File: config.mk
export PLATFORM = sky130hd
export DESIGN_NAME = xif_copro_result_arb
export DESIGN_NICKNAME = d
export VERILOG_FILES = /design/src/rtl/xif_copro_result_arb.sv
export SDC_FILE = /design/constraint.sdc
export NUM_CORES = 1
export LEC_CHECK = 0
export CORE_AREA = 2 2 128 130
export DETAILED_ROUTE_END_ITERATION = 10
export DIE_AREA = 0 0 130 132
export PLACE_DENSITY = 0.7
export SYNTH_ARGS = -nofsm -noshare
export SYNTH_HDL_FRONTEND = slang
export SYNTH_SLANG_ARGS = --single-unit
File: constraint.sdc
create_clock -name clk_i -period 9.25 [get_ports clk_i]
set_input_delay 1.3875 -clock clk_i [delete_from_list [all_inputs] [get_ports clk_i]]
set_output_delay 1.3875 -clock clk_i [all_outputs]
set_load 0.005 [all_outputs]
File: src/rtl/xif_copro_result_arb.sv
// XIF coprocessor result-return stage: round-robin merge of execution and memory completions into an in-order result FIFO.
// Optional performance counters are enabled with the XIF_COPRO_RESULT_PERF_EN macro.
package xif_copro_pkg;
  localparam int X_ID_WIDTH  = 4;
  localparam int X_RFW_WIDTH = 32;
  localparam int XLEN        = 32;

  typedef struct packed {
    logic [X_ID_WIDTH-1:0] id;
    logic [4:0]            addr;
    logic                  rd_is_copro;
  } copro_tag_t;

  typedef struct packed {
    logic [X_ID_WIDTH-1:0] id;
    logic [4:0]            rd;
    logic                  we;
    logic                  exc;
    logic [5:0]            exccode;
    logic                  dbg;
  } mem_metadata_t;

  typedef struct packed {
    logic [X_ID_WIDTH-1:0]  id;
    logic [X_RFW_WIDTH-1:0] data;
    logic [4:0]             rd;
    logic                   we;
    logic                   exc;
    logic [5:0]             exccode;
    logic                   err;
    logic                   dbg;
    logic [5:0]             ecsdata;
    logic [2:0]             ecswe;
  } x_result_t;
endpackage

module xif_copro_result_arb
  import xif_copro_pkg::*;
#(
  parameter int RESULT_FIFO_DEPTH = 2
) (
  input  logic                   clk_i,
  input  logic                   rst_ni,
  input  logic                   copro_valid_i,
  output logic                   copro_ready_o,
  input  copro_tag_t             copro_tag_i,
  input  logic [X_RFW_WIDTH-1:0] copro_data_i,
  input  logic                   mem_valid_i,
  output logic                   mem_ready_o,
  input  mem_metadata_t          mem_meta_i,
  input  logic [31:0]            mem_rdata_i,
  input  logic                   mem_err_i,
  output logic                   crf_we_o,
  output logic [4:0]             crf_waddr_o,
  output logic [X_RFW_WIDTH-1:0] crf_wdata_o,
  output logic                   x_result_valid_o,
  input  logic                   x_result_ready_i,
  output x_result_t              x_result_o,
  output logic                   busy_o
`ifdef XIF_COPRO_RESULT_PERF_EN
  ,
  output logic [31:0]            perf_results_o,
  output logic [31:0]            perf_stall_o,
  output logic [31:0]            perf_conflict_o
`endif
);

  localparam int PTR_W = (RESULT_FIFO_DEPTH > 1) ? $clog2(RESULT_FIFO_DEPTH) : 1;
  localparam int CNT_W = $clog2(RESULT_FIFO_DEPTH + 1);

  logic [CNT_W-1:0] count_q;
  logic [PTR_W-1:0] wptr_q, rptr_q;
  x_result_t        fifo_q [RESULT_FIFO_DEPTH];
  logic             rr_q;
  logic             full, empty, conflict;
  logic             copro_push, mem_push, push, pop;
  x_result_t        push_entry;

  function automatic logic [PTR_W-1:0] ptr_next(input logic [PTR_W-1:0] p);
    if (p == PTR_W'(RESULT_FIFO_DEPTH - 1)) return '0;
    return p + PTR_W'(1);
  endfunction

  assign full     = (count_q == CNT_W'(RESULT_FIFO_DEPTH));
  assign empty    = (count_q == '0);
  assign conflict = copro_valid_i & mem_valid_i;

  // Readies depend only on FIFO occupancy and the tie-break, never on downstream ready.
  assign copro_ready_o = !full & !(conflict & rr_q);
  assign mem_ready_o   = !full & !(conflict & !rr_q);
  assign copro_push    = copro_valid_i & copro_ready_o;
  assign mem_push      = mem_valid_i & mem_ready_o;
  assign push          = copro_push | mem_push;
  assign pop           = !empty & x_result_ready_i;

  always_comb begin
    push_entry = '0;
    if (copro_push) begin
      push_entry.id   = copro_tag_i.id;
      push_entry.rd   = copro_tag_i.addr;
      push_entry.data = copro_data_i;
      push_entry.we   = !copro_tag_i.rd_is_copro;
    end else begin
      push_entry.id      = mem_meta_i.id;
      push_entry.rd      = mem_meta_i.rd;
      push_entry.dbg     = mem_meta_i.dbg;
      push_entry.exc     = mem_meta_i.exc;
      push_entry.exccode = mem_meta_i.exccode;
      push_entry.data    = X_RFW_WIDTH'(mem_rdata_i);
      push_entry.err     = mem_err_i;
      push_entry.we      = mem_meta_i.we & !mem_meta_i.exc & !mem_err_i;
    end
  end

  // Storage needs no reset: the head is masked to zero whenever the FIFO is empty.
  always_ff @(posedge clk_i) begin
    if (push) fifo_q[wptr_q] <= push_entry;
  end

  always_ff @(posedge clk_i or negedge rst_ni) begin
    if (!rst_ni) begin
      count_q <= '0;
      wptr_q  <= '0;
      rptr_q  <= '0;
      rr_q    <= 1'b0;
    end else begin
      if (push) wptr_q <= ptr_next(wptr_q);
      if (pop)  rptr_q <= ptr_next(rptr_q);
      case ({push, pop})
        2'b10:   count_q <= count_q + CNT_W'(1);
        2'b01:   count_q <= count_q - CNT_W'(1);
        default: count_q <= count_q;
      endcase
      if (copro_push)    rr_q <= 1'b1;
      else if (mem_push) rr_q <= 1'b0;
    end
  end

  // Coprocessor register-file write, one cycle after the handshake.
  always_ff @(posedge clk_i or negedge rst_ni) begin
    if (!rst_ni) begin
      crf_we_o    <= 1'b0;
      crf_waddr_o <= '0;
      crf_wdata_o <= '0;
    end else begin
      crf_we_o <= copro_push & copro_tag_i.rd_is_copro;
      if (copro_push & copro_tag_i.rd_is_copro) begin
        crf_waddr_o <= copro_tag_i.addr;
        crf_wdata_o <= copro_data_i;
      end
    end
  end

  assign x_result_valid_o = !empty;
  assign x_result_o       = empty ? '0 : fifo_q[rptr_q];
  assign busy_o           = !empty;

`ifdef XIF_COPRO_RESULT_PERF_EN
  function automatic logic [31:0] sat_inc(input logic [31:0] c, input logic en);
    return (en && (c != '1)) ? c + 32'd1 : c;
  endfunction

  always_ff @(posedge clk_i or negedge rst_ni) begin
    if (!rst_ni) begin
      perf_results_o  <= '0;
      perf_stall_o    <= '0;
      perf_conflict_o <= '0;
    end else begin
      perf_results_o  <= sat_inc(perf_results_o, pop);
      perf_stall_o    <= sat_inc(perf_stall_o, !empty & !x_result_ready_i);
      perf_conflict_o <= sat_inc(perf_conflict_o, conflict);
    end
  end
`endif

endmodule

-- Yosys cells after proc, flatten, opt, wreduce, memory -nomap -nowiden
Memory sizes are Yosys's and may differ from the RTL's.
Cells that the tools add are included.
- add/subtract/negate cells: 4
- eq/ne operators: 3
- mux-type cells: 16
- bitwise logic cells: 12
- reductions and logical operators: 11
- operators with widths (operator ; count):
    $mux 60 ; 1
    $mux 42 ; 1
    $mux 1 ; 12
    $and 1x1->1 ; 11
    $mux 9 ; 1
    $logic_not 1->1 ; 8
    $eq 2x2->1 const B ; 2
    $pmux 2 s2 ; 1
    $reduce_bool 2->1 ; 2
    $add 1x1->1 const B ; 2
    $add 2x1->2 const B ; 1
    $eq 2x1->1 const B ; 1
    $logic_not 2->1 ; 1
    $sub 2x1->2 const B ; 1
    $or 1x1->1 ; 1
- register bits: 43
- bits in writable memories: 102
- memories: 1
- memory list (name ; words ; bits a word ; rd ports ; clocked after memory_dff ; write ports ; RTL line ; text):
    fifo_q ; 2 ; 51 ; 1 ; 0 ; 1 ; 73 ; x_result_t fifo_q [RESULT_FIFO_DEPTH];

-- Longest topological paths before layout
Gate-level depths: netlist of run 1.
- depth in word-level cells: 8
- depth in mapped cells: 7
- gate-level depth less buffers: 7

-- Least setup slack after synthesis of run 1
No wires, ideal clock.
- kind: input port to flip-flop
- from: input port mem_valid_i
- to: memory fifo_q[0][0] (netlist bit) (enable)
- library setup time: 0.460 ns
- data arrival time: 3.686 ns
- data required time: 8.790 ns
- slack: 5.104 ns
- stages on the path: 2
- cell sequence: o21ai_1 nor2_1
- word-level cells in the longest chain between the ends: 8
- elaborated cells between the ends (all ways): 12
- classes of those cells: mux (2); bitwise (8); reduce/logical (2)
- ends and longest elaborated chain (item ; RTL line ; text):
    start: declaration ; 48 ; input logic mem_valid_i,
    $and 1x1->1 ; 86 ; assign conflict = copro_valid_i & mem_valid_i;
    $and 1x1->1, on equally long branches ; 89, 90 ;
    $logic_not 1->1, on equally long branches ; 89, 90 ;
    $and 1x1->1, on equally long branches ; 89, 90 ;
    $and 1x1->1, on equally long branches ; 91, 92 ;
    $or 1x1->1 (*) ; 93 ; assign push = copro_push | mem_push;
    $mux 1 (*) ; 117 ; if (push) fifo_q[wptr_q] <= push_entry;
    $mux 1 (not written as such) (*) ; 117 ;
    end: declaration ; 73 ;
Mark *: on every way between the ends. The rest lies on a longest branch, timed or not.

-- Worst setup path after layout of run 1
- from: input port copro_valid_i
- to: output port mem_ready_o
- word-level cells in the longest chain between the ends: 4
- ends and longest elaborated chain (item ; RTL line ; text):
    start: declaration ; 44 ; input logic copro_valid_i,
    $and 1x1->1 ; 86 ;
    $and 1x1->1 ; 90 ; assign mem_ready_o = !full & !(conflict & !rr_q);
    $logic_not 1->1 ; 90 ;
    $and 1x1->1 ; 90 ;
    end: declaration ; 49 ; output logic mem_ready_o,
Every way passes these cells.

==> results of run 1 <==
-- power by group through the flow --
stage	Combinational, mW	Clock, mW	Sequential [mW]
4_1_cts	1.23	0.786	1.18
3_5_place_dp	1.22	0	1.19
3_3_place_gp	1.20	0	1.17
5_1_grt	1.31	0.814	1.21
6_report	1.20	0.768	1.17
2_1_floorplan	0.586	0	1.12
-- routing by layer --
layer / up-vias / part of all wire / global-route usage
met1: 1826 / 0.41 / 0.191
met4: 0 / 0.015 / 0.0657
met5: - / 0 / 0
met3: 18 / 0.066 / 0.0544
li1: 1777 / - / -
met2: 131 / 0.51 / 0.276
-- critical path: cells and delay by family --
family | cells | cell delay (ps)
buffers and inverters | 2 | 1060
AO/OA/AOI/OAI | 1 | 230
-- layout make-up --
class | instances | area, sq um
Clock buffer | 22 | 464
Sequential cell | 145 | 4140
Multi-Input combinational cell | 220 | 1890
Tap cell | 216 | 270
Clock inverter | 10 | 205
Fill cell | 1257 | 6800
Inverter | 5 | 18.8
Timing Repair Buffer | 194 | 1930
-- sequential cells by signal (all words and copies together), names as in the netlist --
name and count:
wptr_q 1, rr_q 1, rptr_q 1, crf_wdata_o 32
count_q 2, fifo_q 102, crf_we_o 1, crf_waddr_o 5
-- Yosys cell counts --
master	n
clkbuf_1	7
ha_1	1
inv_1	5
buf_6	2
a31oi_1	2
edfxtp_1	102
o21ai_1	1
a21bo_2	1
nand2b_2	1
mux2i_1	51
nand2_1	2
buf_4	10
nor2_1	56
buf_2	11
a21boi_0	1
xnor2_1	3
and2_1	10
mux2_2	70
mux2_4	8
conb_1	1
nand4_2	1
nand3_2	1
dfrtp_1	43
xor2_1	2
-- kinds of logic after synthesis --
kind of cell / after synthesis
AO/OA/AOI/OAI: 5
XOR/XNOR: 5
adder cells (fa/ha/maj): 1
buffers and inverters: 35
flip-flops: 145
multiplexers: 129
other: 1
AND/OR/NAND/NOR: 71
-- how the worst min path moves through the flow --
stage / from / endpoint / depth (start not counted)
finish: crf_wdata_o[29] / crf_wdata_o[29] / 1
global route: crf_wdata_o[17] / crf_wdata_o[17] / 1
CTS: crf_wdata_o[29] / crf_wdata_o[29] / 1
detailed placement: crf_wdata_o[10] / crf_wdata_o[10] / 1
global placement: crf_wdata_o[29] / crf_wdata_o[29] / 1
floorplan: wptr_q / wptr_q / 1
==> flow_metrics.tcl, run 1 <==
set metrics [dict create \
    status "finished clean" \
    dr.pass1.iters 5 \
    clkSinkCount 145 \
    die_y_microns 132 \
    dp_cells 780 \
    switching_power_uw 876 \
    drt_wl_total_mm 13.4 \
    final_cell_area_sq_um 8910 \
    num-nets-final 682 \
    netlist_instances 392 \
    netlist_top_cells_area "edfxtp_1, dfrtp_1, mux2_2" \
    synth_compound_area_frac 0.00569 \
    cts_hold_buf 0 \
    power.share.switching 0.279 \
    cts_buffers 17 \
    wire_per_inst_microns 16.5 \
    synthMuxAreaShare 0.230 \
    clkSlewWorstSetupHoldPaths_ps 60 \
    hold_path_class "reg2reg" \
    dr.first_iter.drc_count 201 \
    synth_top_cell_area_share 0.497 \
    tightest_slew_ps 1100 \
    coreArea_sq_um 15700 \
    period_share 0.439 \
    path_class "in2out" \
    hpwl_mm 8.66 \
    overflow 0 \
    cp.required_ps 7860 \
    critPathCaptureType "primary output" \
    p_seq_frac 0.373 \
    grt_pass1_vias 4066 \
    initial_utilization 0.392 \
    rsz0062_at_grt "no" \
    final_cell_mix "clkdlybuf4s50_1, edfxtp_1, mux2_2" \
    layout_commonest_cell "clkdlybuf4s50_1" \
    clock_power_share 0.244 \
    port_buffers 190 \
    slowest_delay_ps 530 \
    die_area_sq_um 17200 \
    clock_latency_ps 410 \
    viasPerCell 4.62 \
    area_growth_syn_to_layout_pct 44.7 \
    ys_types 24 \
    finalSetupViolations 0 \
    final_core_util 0.567 \
    io_pins 200 \
    cts_resized 0 \
    yosysSeqAreaShare 0.672 \
    cap_violations 0 \
    rr_worst_depth 7 \
    max_freq_mhz 247 \
    cts_root_buffer "clkbuf_16" \
    cts_buffer_depth 2 \
    crit_start "copro_valid_i" \
    synth_xor_area_frac 0.00711 \
    power.static_leakage_nw 3.47 \
    r2r_start "count_q[1]" \
    finalHoldViolCount 0 \
    power_density_nw_per_um2 352 \
    avgSynthCellArea_sq_um 15.7 \
    place.gp.congestion 0.735 \
    path_max_fanout 5 \
    max-vdd-ir-drop_uv 217 \
    slew_violations 0 \
    grt_first_pass_wirelength_mm 21.3 \
    drive_gt1_frac 0.200 \
    dpl_cell_area_sq_um 8250 \
    fp.dieW_microns 130 \
    antennaDiodeCount 0 \
    htree_levels 4 \
    synth_warnings 0 \
    final.setup.tns_ps 0 \
    fin_crit_ps 4060 \
    crit_top_cell "clkdlybuf4s50_1" \
    path_cells "clkdlybuf4s50_1 -> a31oi_1 -> clkdlybuf4s50_1" \
    synthAdderAreaFrac 0.00203 \
    cts_tree "yes" \
    ant_nets 0 \
    via_count 3752 \
    synth_seq_cells 145 \
    synth-simple-area-share 0.0506 \
    p_int_mw 2.26 \
    grt_max_degree 53 \
    post-cts-setup-buffers 0 \
    yosys.area.top_type "edfxtp_1" \
    critPathSlowestCell "clkdlybuf4s50_1" \
    r2r-end "count_q[1]" \
    r2r_setup_slack_ps 7080 \
    place_ws_ps 5200 \
    rows 46 \
    total_power_mw 3.14 \
    critPathArrivalTime_ps 2670 \
    synth_top_family_by_area "multiplexers" \
    stdcell_count 812 \
    crit_end "mem_ready_o" \
    clock_skew_ps 5.50 \
    syn_area_sq_um 6160 \
    antenna_found_initial 0 \
    whs_ps 502 \
    start_kind "input port" \
    max_slew_margin 0.268 \
    grt_usage 0.164 \
    combPwrFrac 0.382 \
    setup_ws_ps 5190 \
    drc 0 \
]
No activity file was read; power rests on OpenSTA's default activity.
==> run 2: changes to the inputs <==
PLACE_DENSITY = 0.72   (was 0.7)
clock period = 3.47 ns   (was 9.25 ns; I/O delays follow)
==> flow_metrics.tcl, run 2 (synthesis results as in run 1) <==
set metrics [dict create \
    fill_cells 1271 \
    critPathSlowestCell "dfrtp_4" \
    dpl_cell_area_sq_um 8260 \
    power_density_nw_per_um2 923 \
    critPathTopFamily "flip-flops" \
    fin_crit_ps 2860 \
    final.setup.tns_ps 0 \
    max_freq_mhz 350 \
    drt_wl_total_mm 13.7 \
    top_regs "fifo_q (102), crf_wdata_o (32), crf_waddr_o (5)" \
    cap_violations 0 \
    cts_buffers 17 \
    via_count 3794 \
    coreArea_sq_um 15700 \
    antennaDiodeCount 0 \
    cts_resized 0 \
    slew_violations 0 \
    status "finished clean" \
    cp_num_buf_inv 1 \
    tightest_slew_ps 909 \
    hpwl_mm 9.29 \
    slowest_delay_ps 1010 \
    largest_reg_flops 102 \
    dr.pass1.iters 4 \
    area_growth_syn_to_layout_pct 43.7 \
    multi_input_area_sq_um 1890 \
    layout_commonest_cell "clkdlybuf4s50_1" \
    place.gp.congestion 0.704 \
    max_slew_margin 0.394 \
    final_cell_area_sq_um 8850 \
    regArea_sq_um 4140 \
    viasPerCell 4.66 \
    grt_first_pass_wirelength_mm 21.2 \
    cts_root_buffer "clkbuf_16" \
    grt_usage 0.164 \
    finalHoldViolCount 0 \
    rows 46 \
    power.static_leakage_nw 3.44 \
    regMostFlops "fifo_q" \
    htree_levels 4 \
    path_cells "mux2i_1 -> nor2_1 -> clkdlybuf4s50_1" \
    drive_gt1_frac 0.209 \
    clkSinkCount 145 \
    antenna_found_initial 0 \
    drc 0 \
    cp.required_ps 2950 \
    port_buffers 190 \
    clock_skew_ps 8.17 \
    critPathArrivalTime_ps 2340 \
    clock_latency_ps 420 \
    wire_per_inst_microns 16.9 \
    path_max_fanout 52 \
    max-vdd-ir-drop_uv 525 \
    critPathCaptureType "primary output" \
    rsz0062_at_grt "no" \
    start_kind "flop" \
    num-nets-final 684 \
    die_area_sq_um 17200 \
    grt_pass1_vias 3904 \
    ant_nets 0 \
    grt_max_degree 53 \
    dr.first_iter.drc_count 151 \
    cts_buffer_depth 2 \
    die_y_microns 132 \
    io_pins 200 \
    fp.dieW_microns 130 \
    post-cts-setup-buffers 0 \
    finalSetupViolations 0 \
    final_cell_mix "clkdlybuf4s50_1, edfxtp_1, mux2_2" \
    overflow 0 \
    cts_hold_buf 0 \
    period_share 0.824 \
    path_class "reg2out" \
    hold_path_class "in2async" \
    cts_tree "yes" \
    initial_utilization 0.392 \
    clkSlewWorstSetupHoldPaths_ps 60 \
]
## run 2: area by class of cell
| cell class | count | area share |
|---|---|---|
| Sequential cell | 145 | 0.468 |
| Timing Repair Buffer | 196 | 0.219 |
| Multi-Input combinational cell | 220 | 0.213 |
| Clock buffer | 17 | 0.0480 |
| Tap cell | 216 | 0.0305 |
| Clock inverter | 15 | 0.0189 |
| Inverter | 5 | 0.00212 |
## run 2: metrics by stage
stage	cells	power [mW]	setup slack, ps	hold slack (ps)	utilization
2_1_floorplan	400	4.56	147	225	-
3_3_place_gp	782	6.36	1000	492	0.526
3_5_place_dp	782	6.44	927	493	0.526
4_1_cts	814	8.28	569	136	0.563
5_1_grt	814	8.63	487	174	0.563
6_report	814	8.17	611	136	0.563
## run 2: final timing paths
path / from / to / slack [ps] / cells past startpoint
max in group asynchronous: rst_ni / wptr_q / 2600 / 2
max: rptr_q / x_result_o[19] / 610 / 3
min in group clk_i: crf_wdata_o[27] / crf_wdata_o[27] / 500 / 1
max reg2reg: count_q[1] / count_q[1] / 1330 / 7
min: rst_ni / crf_wdata_o[24] / 140 / 1
min reg2reg: crf_wdata_o[27] / crf_wdata_o[27] / 500 / 1
## run 2: report_power, final
group	switching, mW	internal, mW
sequential	0.413	2.73
clock	0.688	1.12
combinational	1.29	1.93
## run 2: routing by layer
layer / vias to the layer above / global-route usage / part of all wire
met5: - / 0 / 0
met4: 0 / 0.0579 / 0.016
met3: 18 / 0.0511 / 0.074
met2: 142 / 0.265 / 0.49
met1: 1853 / 0.208 / 0.42
li1: 1781 / - / -
==> run 3: changes to the inputs <==
PLACE_DENSITY = 0.7   (was 0.72)
clock period = 2.94 ns   (was 3.47 ns; I/O delays follow)
==> flow_metrics.tcl, run 3 (synthesis results as in run 1) <==
set metrics [dict create \
    finalSetupViolations 0 \
    stdcell_count 818 \
    r2r_start "count_q[0]" \
    antennaDiodeCount 0 \
    p_int_mw 6.76 \
    cap_violations 0 \
    cts_buffers 17 \
    htree_levels 4 \
    dpl_cell_area_sq_um 8320 \
    rsz0062_at_grt "no" \
    regMostFlops "fifo_q" \
    grt_max_degree 51 \
    dr.pass1.iters 5 \
    r2r_setup_slack_ps 900 \
    fill_cells 1286 \
    die_y_microns 132 \
    top_regs "fifo_q (102), crf_wdata_o (32), crf_waddr_o (5)" \
    total_power_mw 9.52 \
    initial_utilization 0.392 \
    drc 0 \
    ant_nets 0 \
    clkSinkCount 145 \
    fp.dieW_microns 130 \
    combPwrFrac 0.425 \
    slowest_delay_ps 460 \
    die_area_sq_um 17200 \
    place_ws_ps 494 \
    grt_first_pass_wirelength_mm 21.8 \
    final_cell_mix "clkdlybuf4s50_1, edfxtp_1, mux2_2" \
    dr.first_iter.drc_count 168 \
    cts_buffer_depth 2 \
    p_seq_frac 0.370 \
    r2r-end "crf_wdata_o[10]" \
    path_max_fanout 20 \
    viasPerCell 4.63 \
    coreArea_sq_um 15700 \
    critPathSlowestCell "clkdlybuf4s50_1" \
    clock_power_share 0.205 \
    post-cts-setup-buffers 0 \
    critPathTopFamily "buffers and inverters" \
    num-nets-final 688 \
    dp_cells 786 \
    power.static_leakage_nw 3.45 \
    clock_skew_ps 6.52 \
    grt_pass1_vias 4091 \
    status "finished clean" \
    tightest_slew_ps 835 \
    clkSlewWorstSetupHoldPaths_ps 60 \
    period_share 0.823 \
    cts_root_buffer "clkbuf_16" \
    max_freq_mhz 413 \
    grt_usage 0.167 \
    final.setup.tns_ps 0 \
    setup_ws_ps 519 \
    layout_commonest_cell "clkdlybuf4s50_1" \
    antenna_found_initial 0 \
    drt_wl_total_mm 13.6 \
    fin_crit_ps 2420 \
    cts_hold_buf 0 \
    switching_power_mw 2.77 \
    hold_path_class "in2async" \
    rr_worst_depth 3 \
    path_cells "buf_4 -> mux2i_1 -> nor2_1 -> clkdlybuf4s50_1" \
    drive_gt1_frac 0.204 \
    cts_resized 0 \
    slew_violations 0 \
    via_count 3789 \
    start_kind "flop" \
    io_pins 200 \
    port_buffers 190 \
    critPathCaptureType "primary output" \
    cts_tree "yes" \
    clock_latency_ps 410 \
    area_growth_syn_to_layout_pct 43.7 \
    rows 46 \
    finalHoldViolCount 0 \
    power.share.switching 0.291 \
    hpwl_mm 9.41 \
    cp_num_buf_inv 2 \
    place.gp.congestion 0.796 \
    critPathArrivalTime_ps 1980 \
    path_class "reg2out" \
    largest_reg_flops 102 \
    final_core_util 0.563 \
    power_density_nw_per_um2 1080 \
    overflow 0 \
    max-vdd-ir-drop_uv 546 \
    wire_per_inst_microns 16.7 \
    max_slew_margin 0.442 \
    whs_ps 102 \
    cp.required_ps 2500 \
    final_cell_area_sq_um 8850 \
]
-- run 3: cell types whose count changed in the layout (fill, tap and decap cells not counted), sizes merged --
cell	before	now
clkbuf	17	25
clkinvlp	5	1
clkinv	6	5
inv	6	5
bufinv	3	1
buf	7	11
-- run 3: power by group through the flow --
stage	Sequential [mW]	Clock (mW)	Combinational [mW]
3_3_place_gp	3.53	0	4.04
2_1_floorplan	3.54	0	1.84
4_1_cts	3.53	2.01	4.13
5_1_grt	3.62	2.10	4.39
3_5_place_dp	3.57	0	4.10
6_report	3.53	1.95	4.04
-- run 3: worst reg2reg max path: stages, from the launching register on --
cell	delay, ps
dfrtp_1	450
nand2b_2	240
nand4_4	660
mux2_4	570
-- run 3: worst max-delay path by stage --
stage                      from         endpoint  depth (start not counted)
CTS                      rptr_q   x_result_o[24]                          4
global route             rptr_q   x_result_o[24]                          4
global placement    mem_valid_i  crf_wdata_o[11]                          4
finish                   rptr_q   x_result_o[19]                          4
detailed placement  mem_valid_i   crf_wdata_o[1]                          4
floorplan            count_q[0]     fifo_q[0][0]                          3
-- run 3: cell type report --
class	count	area (sq um)	area share
clock buffer	25	475	0.0537
inverter	5	18.8	0.00212
tap	216	270	0.0305
multi-input combinational	220	1890	0.213
clock inverter	7	62.6	0.00707
sequential	145	4140	0.468
timing repair buffer	200	2000	0.226
-- run 3: routing by layer --
metal / part of all wire / global-route usage / up-vias
li1: - / - / 1792
met1: 0.41 / 0.199 / 1842
met2: 0.51 / 0.282 / 134
met3: 0.062 / 0.0503 / 21
met4: 0.018 / 0.0651 / 0
met5: 0 / 0 / -
